**src/rtl/updi_txn_ctrl_if.sv**
```systemverilog
// Requester-side bundle for updi_txn_ctrl: command handshake, instruction
// byte stream, response bytes and completion status.
interface updi_txn_ctrl_if;
    logic       cmd_valid;
    logic       cmd_ready;
    logic       cmd_break;
    logic [3:0] cmd_tx_len;
    logic [3:0] cmd_rx_len;
    logic [7:0] tx_byte;
    logic       tx_byte_valid;
    logic       tx_byte_ready;
    logic [7:0] rx_byte;
    logic       rx_byte_valid;
    logic       done;
    logic [1:0] err;
    logic       busy;

    modport master (
        output cmd_valid, cmd_break, cmd_tx_len, cmd_rx_len, tx_byte, tx_byte_valid,
        input  cmd_ready, tx_byte_ready, rx_byte, rx_byte_valid, done, err, busy
    );

    modport slave (
        input  cmd_valid, cmd_break, cmd_tx_len, cmd_rx_len, tx_byte, tx_byte_valid,
        output cmd_ready, tx_byte_ready, rx_byte, rx_byte_valid, done, err, busy
    );
endinterface

```
**src/rtl/updi_txn_ctrl.sv**
```systemverilog
// UPDI transaction sequencer: optional double break, SYNC, stop-and-wait
// instruction bytes with echo check, response capture, per-byte timeout.
// Define UPDI_ECHO_CHECK_EN to compare echoed bytes against what was sent.
module updi_txn_ctrl #(
    parameter int unsigned TIMEOUT_CLK = 100000
) (
    input  logic              clk,
    input  logic              rst,
    updi_txn_ctrl_if.slave    host,
    output logic [7:0]        phy_tx_data,
    output logic              phy_tx_wr_en,
    input  logic              phy_tx_full,
    input  logic [7:0]        phy_rx_data,
    output logic              phy_rx_rd_en,
    input  logic              phy_rx_empty,
    input  logic              phy_rx_error,
    output logic              phy_db_start,
    input  logic              phy_db_busy,
    input  logic              phy_db_done
);

    localparam int unsigned TW = $clog2(TIMEOUT_CLK + 1);

    localparam logic [2:0] S_IDLE       = 3'd0;
    localparam logic [2:0] S_BREAK      = 3'd1;
    localparam logic [2:0] S_BREAK_WAIT = 3'd2;
    localparam logic [2:0] S_SEND       = 3'd3;
    localparam logic [2:0] S_ECHO       = 3'd4;
    localparam logic [2:0] S_RECV       = 3'd5;
    localparam logic [2:0] S_FINISH     = 3'd6;

    localparam logic [TW-1:0] T_MAX  = TW'(TIMEOUT_CLK);
    localparam logic [TW-1:0] T_LAST = TW'(TIMEOUT_CLK - 1);
    localparam logic [TW-1:0] T_LOAD = TW'(2);

    logic [2:0]    state;
    logic          sync_pending;
    logic [3:0]    tx_left;
    logic [3:0]    rx_left;
    logic [1:0]    err_r;
    logic          done_r;
    logic [7:0]    rx_byte_r;
    logic          rx_valid_r;
    logic [TW-1:0] tcnt;
    logic          in_wait;
    logic          tmo_hit;
    logic          echo_bad;
    logic [7:0]    send_byte;

`ifdef UPDI_ECHO_CHECK_EN
    logic [7:0]    expect_reg;
    assign echo_bad = (phy_rx_data != expect_reg);
`else
    assign echo_bad = 1'b0;
`endif

    assign in_wait   = (state == S_ECHO) || (state == S_RECV);
    // Counter is preloaded with the FINISH/done latency so done lands
    // exactly TIMEOUT_CLK cycles after the last pop or write.
    assign tmo_hit   = (tcnt >= T_LAST);
    assign send_byte = sync_pending ? 8'h55 : host.tx_byte;

    assign phy_tx_wr_en  = (state == S_SEND) && !phy_tx_full && (sync_pending || host.tx_byte_valid);
    assign phy_tx_data   = phy_tx_wr_en ? send_byte : '0;
    assign phy_rx_rd_en  = rst && !phy_rx_empty &&
                           ((state == S_IDLE) || (in_wait && !phy_rx_error));
    assign phy_db_start  = (state == S_BREAK);

    assign host.cmd_ready     = rst && (state == S_IDLE) && phy_rx_empty && !phy_db_busy;
    assign host.tx_byte_ready = (state == S_SEND) && !sync_pending && !phy_tx_full;
    assign host.rx_byte       = rx_byte_r;
    assign host.rx_byte_valid = rx_valid_r;
    assign host.done          = done_r;
    assign host.err           = err_r;
    assign host.busy          = (state != S_IDLE);

    always_ff @(posedge clk or negedge rst) begin
        if (!rst) begin
            state        <= S_IDLE;
            sync_pending <= 1'b0;
            tx_left      <= '0;
            rx_left      <= '0;
            err_r        <= '0;
            done_r       <= 1'b0;
            rx_byte_r    <= '0;
            rx_valid_r   <= 1'b0;
            tcnt         <= '0;
`ifdef UPDI_ECHO_CHECK_EN
            expect_reg   <= '0;
`endif
        end else begin
            done_r     <= 1'b0;
            rx_valid_r <= 1'b0;
            case (state)
                S_IDLE: begin
                    if (host.cmd_valid && host.cmd_ready) begin
                        tx_left      <= host.cmd_tx_len;
                        rx_left      <= host.cmd_rx_len;
                        err_r        <= '0;
                        sync_pending <= 1'b1;
                        state        <= host.cmd_break ? S_BREAK : S_SEND;
                    end
                end
                S_BREAK: state <= S_BREAK_WAIT;
                S_BREAK_WAIT: begin
                    if (phy_db_done) state <= S_SEND;
                end
                S_SEND: begin
                    if (phy_tx_wr_en) begin
`ifdef UPDI_ECHO_CHECK_EN
                        expect_reg <= send_byte;
`endif
                        if (sync_pending) sync_pending <= 1'b0;
                        else              tx_left      <= tx_left - 4'd1;
                        tcnt  <= T_LOAD;
                        state <= S_ECHO;
                    end
                end
                S_ECHO: begin
                    if (phy_rx_error) begin
                        err_r <= 2'd3;
                        state <= S_FINISH;
                    end else if (!phy_rx_empty) begin
                        tcnt <= T_LOAD;
                        if (echo_bad) begin
                            err_r <= 2'd1;
                            state <= S_FINISH;
                        end else if (tx_left != 4'd0) begin
                            state <= S_SEND;
                        end else if (rx_left != 4'd0) begin
                            state <= S_RECV;
                        end else begin
                            state <= S_FINISH;
                        end
                    end else if (tmo_hit) begin
                        err_r <= 2'd2;
                        state <= S_FINISH;
                    end else if (tcnt != T_MAX) begin
                        tcnt <= tcnt + TW'(1);
                    end
                end
                S_RECV: begin
                    if (phy_rx_error) begin
                        err_r <= 2'd3;
                        state <= S_FINISH;
                    end else if (!phy_rx_empty) begin
                        tcnt       <= T_LOAD;
                        rx_byte_r  <= phy_rx_data;
                        rx_valid_r <= 1'b1;
                        rx_left    <= rx_left - 4'd1;
                        if (rx_left == 4'd1) state <= S_FINISH;
                    end else if (tmo_hit) begin
                        err_r <= 2'd2;
                        state <= S_FINISH;
                    end else if (tcnt != T_MAX) begin
                        tcnt <= tcnt + TW'(1);
                    end
                end
                S_FINISH: begin
                    done_r <= 1'b1;
                    state  <= S_IDLE;
                end
                default: state <= S_IDLE;
            endcase
        end
    end

endmodule

```
**src/flat_wrapper.sv**
```systemverilog
// flat-port wrapper written by rule: the top's interface ports become plain ports
module updi_txn_ctrl_flat 
#(
    parameter int unsigned TIMEOUT_CLK = 100000
)
  (clk, rst, phy_tx_data, phy_tx_wr_en, phy_tx_full, phy_rx_data, phy_rx_rd_en, phy_rx_empty, phy_rx_error, phy_db_start, phy_db_busy, phy_db_done, host_cmd_valid, host_cmd_break, host_cmd_tx_len, host_cmd_rx_len, host_tx_byte, host_tx_byte_valid, host_cmd_ready, host_tx_byte_ready, host_rx_byte, host_rx_byte_valid, host_done, host_err, host_busy);
  updi_txn_ctrl_if host_i ();
  input  logic clk;
  input  logic rst;
  output logic [7:0] phy_tx_data;
  output logic phy_tx_wr_en;
  input  logic phy_tx_full;
  input  logic [7:0] phy_rx_data;
  output logic phy_rx_rd_en;
  input  logic phy_rx_empty;
  input  logic phy_rx_error;
  output logic phy_db_start;
  input  logic phy_db_busy;
  input  logic phy_db_done;
  input wire logic [$bits(host_i.cmd_valid)-1:0] host_cmd_valid;
  input wire logic [$bits(host_i.cmd_break)-1:0] host_cmd_break;
  input wire logic [$bits(host_i.cmd_tx_len)-1:0] host_cmd_tx_len;
  input wire logic [$bits(host_i.cmd_rx_len)-1:0] host_cmd_rx_len;
  input wire logic [$bits(host_i.tx_byte)-1:0] host_tx_byte;
  input wire logic [$bits(host_i.tx_byte_valid)-1:0] host_tx_byte_valid;
  output wire logic [$bits(host_i.cmd_ready)-1:0] host_cmd_ready;
  output wire logic [$bits(host_i.tx_byte_ready)-1:0] host_tx_byte_ready;
  output wire logic [$bits(host_i.rx_byte)-1:0] host_rx_byte;
  output wire logic [$bits(host_i.rx_byte_valid)-1:0] host_rx_byte_valid;
  output wire logic [$bits(host_i.done)-1:0] host_done;
  output wire logic [$bits(host_i.err)-1:0] host_err;
  output wire logic [$bits(host_i.busy)-1:0] host_busy;
  assign host_i.cmd_valid = host_cmd_valid;
  assign host_i.cmd_break = host_cmd_break;
  assign host_i.cmd_tx_len = host_cmd_tx_len;
  assign host_i.cmd_rx_len = host_cmd_rx_len;
  assign host_i.tx_byte = host_tx_byte;
  assign host_i.tx_byte_valid = host_tx_byte_valid;
  assign host_cmd_ready = host_i.cmd_ready;
  assign host_tx_byte_ready = host_i.tx_byte_ready;
  assign host_rx_byte = host_i.rx_byte;
  assign host_rx_byte_valid = host_i.rx_byte_valid;
  assign host_done = host_i.done;
  assign host_err = host_i.err;
  assign host_busy = host_i.busy;
  updi_txn_ctrl #(.TIMEOUT_CLK(TIMEOUT_CLK)) u_core (.clk(clk), .rst(rst), .host(host_i), .phy_tx_data(phy_tx_data), .phy_tx_wr_en(phy_tx_wr_en), .phy_tx_full(phy_tx_full), .phy_rx_data(phy_rx_data), .phy_rx_rd_en(phy_rx_rd_en), .phy_rx_empty(phy_rx_empty), .phy_rx_error(phy_rx_error), .phy_db_start(phy_db_start), .phy_db_busy(phy_db_busy), .phy_db_done(phy_db_done));
endmodule
```
**config.mk**
```make
export PLATFORM = sky130hd
export DESIGN_NAME = updi_txn_ctrl_flat
export DESIGN_NICKNAME = d
export VERILOG_FILES = /design/src/rtl/updi_txn_ctrl_if.sv /design/src/rtl/updi_txn_ctrl.sv /design/src/flat_wrapper.sv
export SDC_FILE = /design/constraint.sdc
export NUM_CORES = 1
export LEC_CHECK = 0
export CORE_MARGIN = 4
export CORE_UTILIZATION = 45
export CTS_CLUSTER_SIZE = 28
export DETAILED_ROUTE_END_ITERATION = 10
export HOLD_SLACK_MARGIN = 0.05
export PLACE_DENSITY = 0.73
export SYNTH_ARGS = -nofsm -noshare
export SYNTH_HDL_FRONTEND = slang
export SYNTH_SLANG_ARGS = --single-unit
```
**constraint.sdc**
```tcl
create_clock -name clk -period 6.7 [get_ports clk]
set_input_delay 1.675 -clock clk [delete_from_list [all_inputs] [get_ports clk]]
set_output_delay 1.675 -clock clk [all_outputs]
set_load 0.03 [all_outputs]
```
==> impl_results.md, run 1 <==
* Status: complete, no violations
* Global route overflow at 0
* # hold bufs at CTS at 0
* Vias in the first global route at 2296
* Crit path time final at 6050 ps
* FF+latch count, synth at 41
* Initial DRC Count at 126
* Final wirelength at about 6.5 mm
* Startpoint Class: input port
* Area delta synth->final at 28.3%
* Gr usage total at between 10% and 20%
* CTS Buf Count at 5
* Residual DRC at 0
* Cell Rows at 27
* Via density at between 5 and 6
* RSZ-0062 raised after global routing: false
* Max Slew Vio Count at 0
* Cells after Synth at a little under 300
* Vias at 2400
* Top cells by area, synth: dfrtp_1, nand2_1, o21ai_0
* Crit. End Element: output pin
* Pin count of the biggest net entering global routing at 44
* Area post-placement at roughly 3200 um^2
* Critical Path AT at roughly 4400 ps
* Top post-synthesis cells by count: nand2_1, dfrtp_1, o21ai_0, nor2_1
* Seq pwr share at between 30% and 40%
* Fmax at 165 MHz
* Placeable Area at 5540 um^2
* DRT antenna net count at 0
* VDD IR max at 203 uV
* ANT cells at 0
* Initial Utilization at a little under half
* CTS Sinks at 41
* Worst EP required at ~5000 ps
* RePlAce Congestion at just over 0.8
* Initial antenna violation count at 0
* Number of I/O port buffers at 59
* Synthesized Nets at around 330
* Endpoints failing setup at 0
* Total power at about 1.1 mW
* # H-tree levels at 2
* Measured slew at the worst slew-check pin at ~870 ps
* Area share of the largest cell type after synthesis at 39.7%
* Hold slack at 478 ps
* Post-synth top area cell: dfrtp_1
* Critical-path maximum fanout at 11
* Switch share at a little over 40%
* Sequential fraction of the synthesis area at 39.7%
* Nets at 388
* CTS tree: done
* # IOs at 60
* Clk pwr share at between 10% and 20%
* Top-count cell post-synth: nand2_1
* First-pass GRT wire length at 11.1 mm
* Hold Path Class: reg2reg
* Net Sw Power at approximately 0.43 mW
* Post-cts resize count at 0
* PwrDens at about 320 nW/um^2
* CTS Root Cell: clkbuf_8
* Fin area at between 3000 and 4000 um^2
* Clk_skew at roughly 8.5 ps
* Skew-Pair Late Insertion Delay at ~300 ps
* CTS clk-pin slew, worst paths at 80 ps
* Post-synth top flop: dfrtp_1
* Fin crit share at approximately 90%
* Critical path type: in2out
* Unique cell type count in the Yosys netlist at between 60 and 70
* DR pass1 iterations at 5
* Final hold violations at 0
* Async SR Flop Fraction at 100%
* Die width at around 84 um
* Post-CTS Setup Inserts at 0
* Cell Area, Synth at ~2600 um^2
* Routed len/inst at 15.4 um
* Synthesis Warnings at 0
* Leak pwr at between 1 and 1.5 nW
* Die area at 7010 um^2
* Number of synthesized flops with an enable pin at 0
* Combinational power share at 43.6%
* Clock Tree Buf Depth at 2
* Internal Power at 0.622 mW
* Fin Setup TNS at 0 ps
* Max-Slew Margin vs Limit at approximately 42%
* Mapped Avg Cell Area at 8.75 um^2
* Dpl hpwl at roughly 4.8 mm
* Vert. Die Dim at ~84 um
* Max_cap viols at 0
* Share of layout cells above drive strength 1 at under 10%
## placed cells by master (no fill, tap or decap), types with 3 or more instances in the layout
cell type,instances
o21ai_0,24
and2_1,7
clkbuf_8,5
nand2_2,3
a21oi_1,9
a31oi_1,7
nand2_1,46
nor4_1,5
o211ai_1,4
o21a_1,5
inv_1,13
o31ai_1,4
nor3_1,9
o41ai_1,4
dfrtp_1,41
ha_1,5
or3_1,5
and3_1,6
nor2_1,16
clkdlybuf4s50_1,58
nand3_1,13
nand2b_1,3
## registers in the layout, summed over array words and instances, names as in the netlist
name,count
u_core.host.done,1
u_core.host.err,2
u_core.host.rx_byte,8
u_core.host.rx_byte_valid,1
u_core.rx_left,4
u_core.state,3
u_core.sync_pending,1
u_core.tcnt,17
u_core.tx_left,4
## power by group through the flow
stage | Sequential (mW) | Combinational [mW] | Clock, mW
floorplan | 0.414 | 0.288 | 0
global placement | 0.394 | 0.454 | 0
detailed placement | 0.394 | 0.463 | 0
CTS | 0.390 | 0.465 | 0.210
global route | 0.405 | 0.505 | 0.219
finish | 0.392 | 0.460 | 0.203
## path summary, 6_finish.rpt
kind	startpoint	end	slack (ps)	cells past startpoint
max	phy_rx_empty	phy_tx_data[3]	650	7
min	u_core.host.rx_byte[7]	u_core.host.rx_byte[7]	480	2
max reg2reg	u_core.state[2]	u_core.tcnt[3]	4170	5
min reg2reg	u_core.host.rx_byte[7]	u_core.host.rx_byte[7]	480	2
max in group asynchronous	rst	u_core.tcnt[15]	4860	2
min in group asynchronous	rst	u_core.sync_pending	1470	2
## per-layer routing
metal  wire length [um]  share of wire [%]  up-vias  track usage, %
met3                335                5.2        8            3.75
met4                 87                1.3        0            5.85
li1                   -                  -     1192               -
met1               3030                 47     1137            24.3
met5                  0                  0        -               0
met2               3040                 47       63            32.2
## kinds of logic (layout without fill, tap and decap cells)
| kind of cell | count (synthesis) | count (layout) | synth area share (%) |
|---|---|---|---|
| multiplexers | 1 | 1 | 0.388 |
| AO/OA/AOI/OAI | 84 | 84 | 23.4 |
| adder cells (fa/ha/maj) | 5 | 5 | 2.42 |
| flip-flops | 41 | 41 | 39.7 |
| AND/OR/NAND/NOR | 137 | 137 | 29.3 |
| buffers and inverters | 27 | 82 | 4.70 |
## area by class of cell
class | instances | area [um^2]
inverters | 14 | 52.6
fillers | 481 | 2230
clock buffers | 5 | 68.8
multi-input cells | 227 | 1430
flip-flops and latches | 41 | 1030
repair buffers | 60 | 593
well taps | 72 | 90.1
clock inverters | 3 | 46.3
## through the flow
step / worst slack, ps / std cells / util, %
2_1_floorplan: 2020 / 295 / -
3_3_place_gp: 763 / 414 / 57.7
3_5_place_dp: 660 / 414 / 57.7
4_1_cts: 655 / 422 / 59.8
5_1_grt: 501 / 422 / 59.8
6_report: 646 / 422 / 59.8
## worst max-delay path: stages
cell	delay, ps
clkdlybuf4s50_1	690
nand4b_1	240
o31a_1	280
or3_1	490
nor2_2	180
and2_1	150
clkdlybuf4s50_1	660
Note: power is estimated with default switching activity, not from simulation.
==> run 2: changes to the inputs <==
RECOVER_POWER = 50   (was not set)
==> impl_results.md, run 2 (same netlist as run 1, synthesis figures left out) <==
* Share of layout cells above drive strength 1 at under 10%
* CTS Sinks at between 40 and 50
* Die width at approximately 84 um
* DR pass1 iterations at 4
* Routed len/inst at 15.4 um
* Clk_skew at between 10 and 15 ps
* Dpl hpwl at 4.77 mm
* Post-route setup slack at 572 ps
* Critical Path AT at approximately 4500 ps
* Nets at between 300 and 400
* Fmax at 163 MHz
* Via density at about 5.7
* Status: complete, no violations
* Worst slack, placed at around 660 ps
* Fin crit share at approximately 91%
* Die area at between 7000 and 8000 um^2
* Max_cap viols at 0
* Number of I/O port buffers at 59
* Vert. Die Dim at 83.7 um
* Final wirelength at approximately 6.5 mm
* Max-Slew Margin vs Limit at 42.4%
* Initial Utilization at 46.6%
* CTS Buf Count at 5
* Initial antenna violation count at 0
* CTS clk-pin slew, worst paths at 80 ps
* DRT antenna net count at 0
* VDD IR max at roughly 200 uV
* Placed cells at slightly above 400
* First-pass GRT wire length at roughly 11 mm
* Leak pwr at roughly 1.4 nW
* CTS Root Cell: clkbuf_8
* Most frequent cells in the layout: clkdlybuf4s50_1, nand2_1, dfrtp_1, o21ai_0, nor2_1
* Area post-placement at approximately 3200 um^2
* CP max stage delay at between 700 and 800 ps
* Gr usage total at 19.0%
* Max Slew Vio Count at 0
* Initial DRC Count at around 130
* CTS tree: done
* RePlAce Congestion at roughly 0.82
* Final hold violations at 0
* Vias in the first global route at roughly 2300
* Clock Tree Buf Depth at 2
* CP max stage cell: dlygate4sd3_1
* Post-cts resize count at 0
* Pin count of the biggest net entering global routing at 44
* Layout Cells excl Fill at between 400 and 500
* Residual DRC at 0
* Crit path time final at 6130 ps
* PwrDens at 317 nW/um^2
* RSZ-0062 raised after global routing: false
* Hold Path Class: reg2reg
* Post-CTS Setup Inserts at 0
* # IOs at 60
* Top reg by flops: u_core.tcnt
* Global route overflow at 0
* Skew-Pair Late Insertion Delay at between 300 and 400 ps
* Worst EP required at around 5000 ps
* Largest register FFs at 17
* # hold bufs at CTS at 0
* # H-tree levels at 2
* Critical path type: in2out
* Endpoints failing setup at 0
* Crit. End Element: output pin
* Fin area at approximately 3300 um^2
* WP buf/inv at 2
* Placeable Area at 5540 um^2
* Startpoint Class: input port
* Fin Setup TNS at 0 ps
* Critical-path maximum fanout at 11
* Total power at around 1.0 mW
* Measured slew at the worst slew-check pin at approximately 860 ps
* Area delta synth->final at 28.2%
* CP top delay family: buffers and inverters
* Commonest non-fill, non-tap cell in the layout: clkdlybuf4s50_1
* Vias at around 2400
* Cells along the critical path: dlygate4sd3_1 > nand4b_1 > o31a_1 > or3_1 > nor2_2 > and2_1 > clkdlybuf4s50_1
* ANT cells at 0
* Cell Rows at 27
run 2: cell count changes in the layout (fill, tap and decap cells not counted), sizes merged:
cell,delta
clkdlybuf4s50,-10
buf,-1
dlygate4sd3,+10
clkbuf,+1
run 2: tightest hold or removal path: stages (launching register included):
cell     delay [ps]
dfrtp_1         340
nand2_1          50
nand2_1          50
run 2: path summary, 6_finish.rpt:
check	start	endpoint	slack [ps]	cells past startpoint
setup / recovery	phy_rx_empty	phy_tx_data[3]	570	7
hold / removal	u_core.host.rx_byte[7]	u_core.host.rx_byte[7]	470	2
setup reg to reg	u_core.state[2]	u_core.tcnt[3]	4190	5
hold reg to reg	u_core.host.rx_byte[7]	u_core.host.rx_byte[7]	470	2
max in group asynchronous	rst	u_core.host.rx_byte[5]	4810	2
min in group asynchronous	rst	u_core.sync_pending	1520	2
run 2: layout make-up:
type	count	area, um^2
fillers	480	2230
multi-input cells	227	1430
well taps	72	90.1
repair buffers	60	592
clock inverters	3	46.3
inverters	14	52.6
flip-flops and latches	41	1030
clock buffers	5	68.8
run 2: per-stage QoR:
stage	hold WS [ps]	util (%)
finish	473	59.7
detailed placement	466	57.7
global route	508	59.7
floorplan	459	-
CTS	487	59.8
global placement	459	57.7
run 2: layer usage:
metal / global-route usage [%] / share of wire, % / vias up
met4: 5.85 / 1.3 / 0
met2: 32.2 / 47 / 65
met3: 3.75 / 5.3 / 8
met5: 0 / 0 / -
met1: 24.3 / 46 / 1143
li1: - / - / 1187
run 2: where the power goes:
group	total [mW]	internal, mW	leakage, nW	switching (mW)
Combinational	0.453	0.191	0.786	0.262
Sequential	0.391	0.312	0.532	0.0784
Clock	0.204	0.111	0.0543	0.0924
==> run 3: changes to the inputs <==
DONT_BUFFER_PORTS = 1   (was not set)
PLACE_DENSITY = not set   (was 0.73)
==> impl_results.md, run 3 (same netlist as run 1, synthesis figures left out) <==
* Max-Slew Margin vs Limit at around 35%
* CTS Root Cell: clkbuf_8
* Via density at 5.93
* Vias in the first global route at 2040
* Largest register FFs at 17
* Initial Utilization at about 47%
* Vert. Die Dim at 83.7 um
* Post-cts resize count at 0
* # hold bufs at CTS at 0
* Fmax at about 210 MHz
* Number of I/O port buffers at 0
* Fillcell total at 533
* Measured slew at the worst slew-check pin at around 970 ps
* CTS Buf Count at 5
* Routed len/inst at 16.7 um
* Share of layout cells above drive strength 1 at 7.93%
* Critical path type: in2out
* Flop2flop setup slack at 4140 ps
* RSZ-0062 raised after global routing: false
* Top reg by flops: u_core.tcnt
* DR pass1 iterations at 4
* Met3 Resource Use GR at 3.75%
* Most frequent cells in the layout: nand2_1, dfrtp_1, o21ai_0, nor2_1
* PwrDens at about 350 nW/um^2
* CTS clk-pin slew, worst paths at 80 ps
* Cells along the critical path: nand4b_1 > o31a_1 > or3_1 > nor2_2 > and2_1
* Placeable Area at roughly 5500 um^2
* Nets at between 300 and 400
* Worst EP required at roughly 5000 ps
* Pin count of the biggest net entering global routing at 45
* Vias at between 2000 and 2500
* # IOs at 60
* Critical Path AT at between 3000 and 4000 ps
* Crit path time final at ~5000 ps
* Seq pwr share at 47.9%
* ANT cells at 0
* Final core utilization at about half
* Gr usage total at about 17%
* Fin crit share at between 70% and 80%
* Final hold violations at 0
* Met1 Track Usage GR at 24.2%
* Max_cap viols at 0
* Area delta synth->final at 4.07%
* Die area at 7010 um^2
* Startpoint Class: input port
* RePlAce Congestion at 0.848
* Crit. End Element: output pin
* CTS tree: done
* Switch share at between 40% and 50%
* Fin Setup TNS at 0 ps
* Initial DRC Count at 120
* Die width at 83.7 um
* Status: complete, no violations
* Clock Tree Buf Depth at 2
* Endpoints failing setup at 0
* Cell Rows at 27
* Internal Power at 0.505 mW
* GR peak layer: met2
* Clk_skew at 9.08 ps
* CP max stage cell: or3_1
* Grt met2 use at a little over a quarter
* Initial antenna violation count at 0
* Global route overflow at 0
* Combinational power share at around a third
* Leak pwr at between 1 and 1.5 nW
* Skew-Pair Late Insertion Delay at between 300 and 400 ps
* DRT antenna net count at 0
* Critical-path maximum fanout at 10
* CTS Sinks at 41
* Residual DRC at 0
* # H-tree levels at 2
* Hold Path Class: reg2reg
* Worst Reg-to-Reg Cells at 5
* CP max stage delay at about 490 ps
* Hold depth at 1
* Max Slew Vio Count at 0
* VDD IR max at around 200 uV
* Dpl hpwl at roughly 4.4 mm
* Net Sw Power at 0.424 mW
* Clk pwr share at between 10% and 20%
* First-pass GRT wire length at 10.1 mm
* Final wirelength at about 6.1 mm
* Post-CTS Setup Inserts at 0
* Commonest non-fill, non-tap cell in the layout: nand2_1
run 3: cell types whose count changed in the layout (fill, tap and decap cells not counted), moves of 2 or more:
cell	before	now
nand2_1	46	48
dlygate4sd3_1	10	0
inv_6	0	2
clkdlybuf4s50_1	48	0
nand2_2	3	1
run 3: worst max-delay path, delay by kind of cell:
family	cells	cell delay [ps]
AOI/OAI and AO/OA	1	280
and+or+nand+nor	4	1220
run 3: final timing paths:
kind	start	endpoint
max reg2reg	u_core.state[2]	u_core.tcnt[3]
min reg2reg	u_core.tcnt[10]	u_core.tcnt[10]
max in group asynchronous	rst	u_core.tcnt[15]
max	phy_db_busy	phy_tx_data[1]
min in group asynchronous	rst	u_core.sync_pending
min	u_core.tcnt[10]	u_core.tcnt[10]
run 3: power by group through the flow:
| stage | combinational (mW) | sequential (mW) | clock (mW) |
|---|---|---|---|
| after floorplan | 0.288 | 0.414 | 0 |
| after global placement | 0.305 | 0.450 | 0 |
| after detailed placement | 0.308 | 0.450 | 0 |
| after CTS | 0.310 | 0.445 | 0.186 |
| after global routing | 0.340 | 0.456 | 0.198 |
| final | 0.304 | 0.445 | 0.180 |
run 3: through the flow:
| stage | instance area (um^2) | hold slack [ps] | total power [mW] | instances | setup WS [ps] |
|---|---|---|---|---|---|
| after detailed placement | 2600 | 508 | 0.758 | 354 | 1820 |
| final | 2690 | 524 | 0.929 | 362 | 1840 |
| after global routing | 2690 | 562 | 0.994 | 362 | 1720 |
| after CTS | 2700 | 523 | 0.941 | 362 | 1820 |
| after global placement | 2600 | 506 | 0.756 | 354 | 1860 |
| after floorplan | 2580 | 459 | 0.702 | 295 | 2020 |
run 3: per-layer routing:
layer / vias to the layer above / wire [um]
met5: - / 0
met4: 0 / 91
met3: 9 / 341
met2: 57 / 2800
met1: 1012 / 2830
li1: 1069 / -
run 3: final cells by class:
type | instances | area (um^2) | area share, %
Clock inverter | 3 | 28.8 | 1.07
Sequential cell | 41 | 1030 | 38.2
Tap cell | 72 | 90.1 | 3.35
Inverter | 14 | 52.6 | 1.96
Clock buffer | 5 | 68.8 | 2.56
Multi-Input combinational cell | 227 | 1420 | 52.9
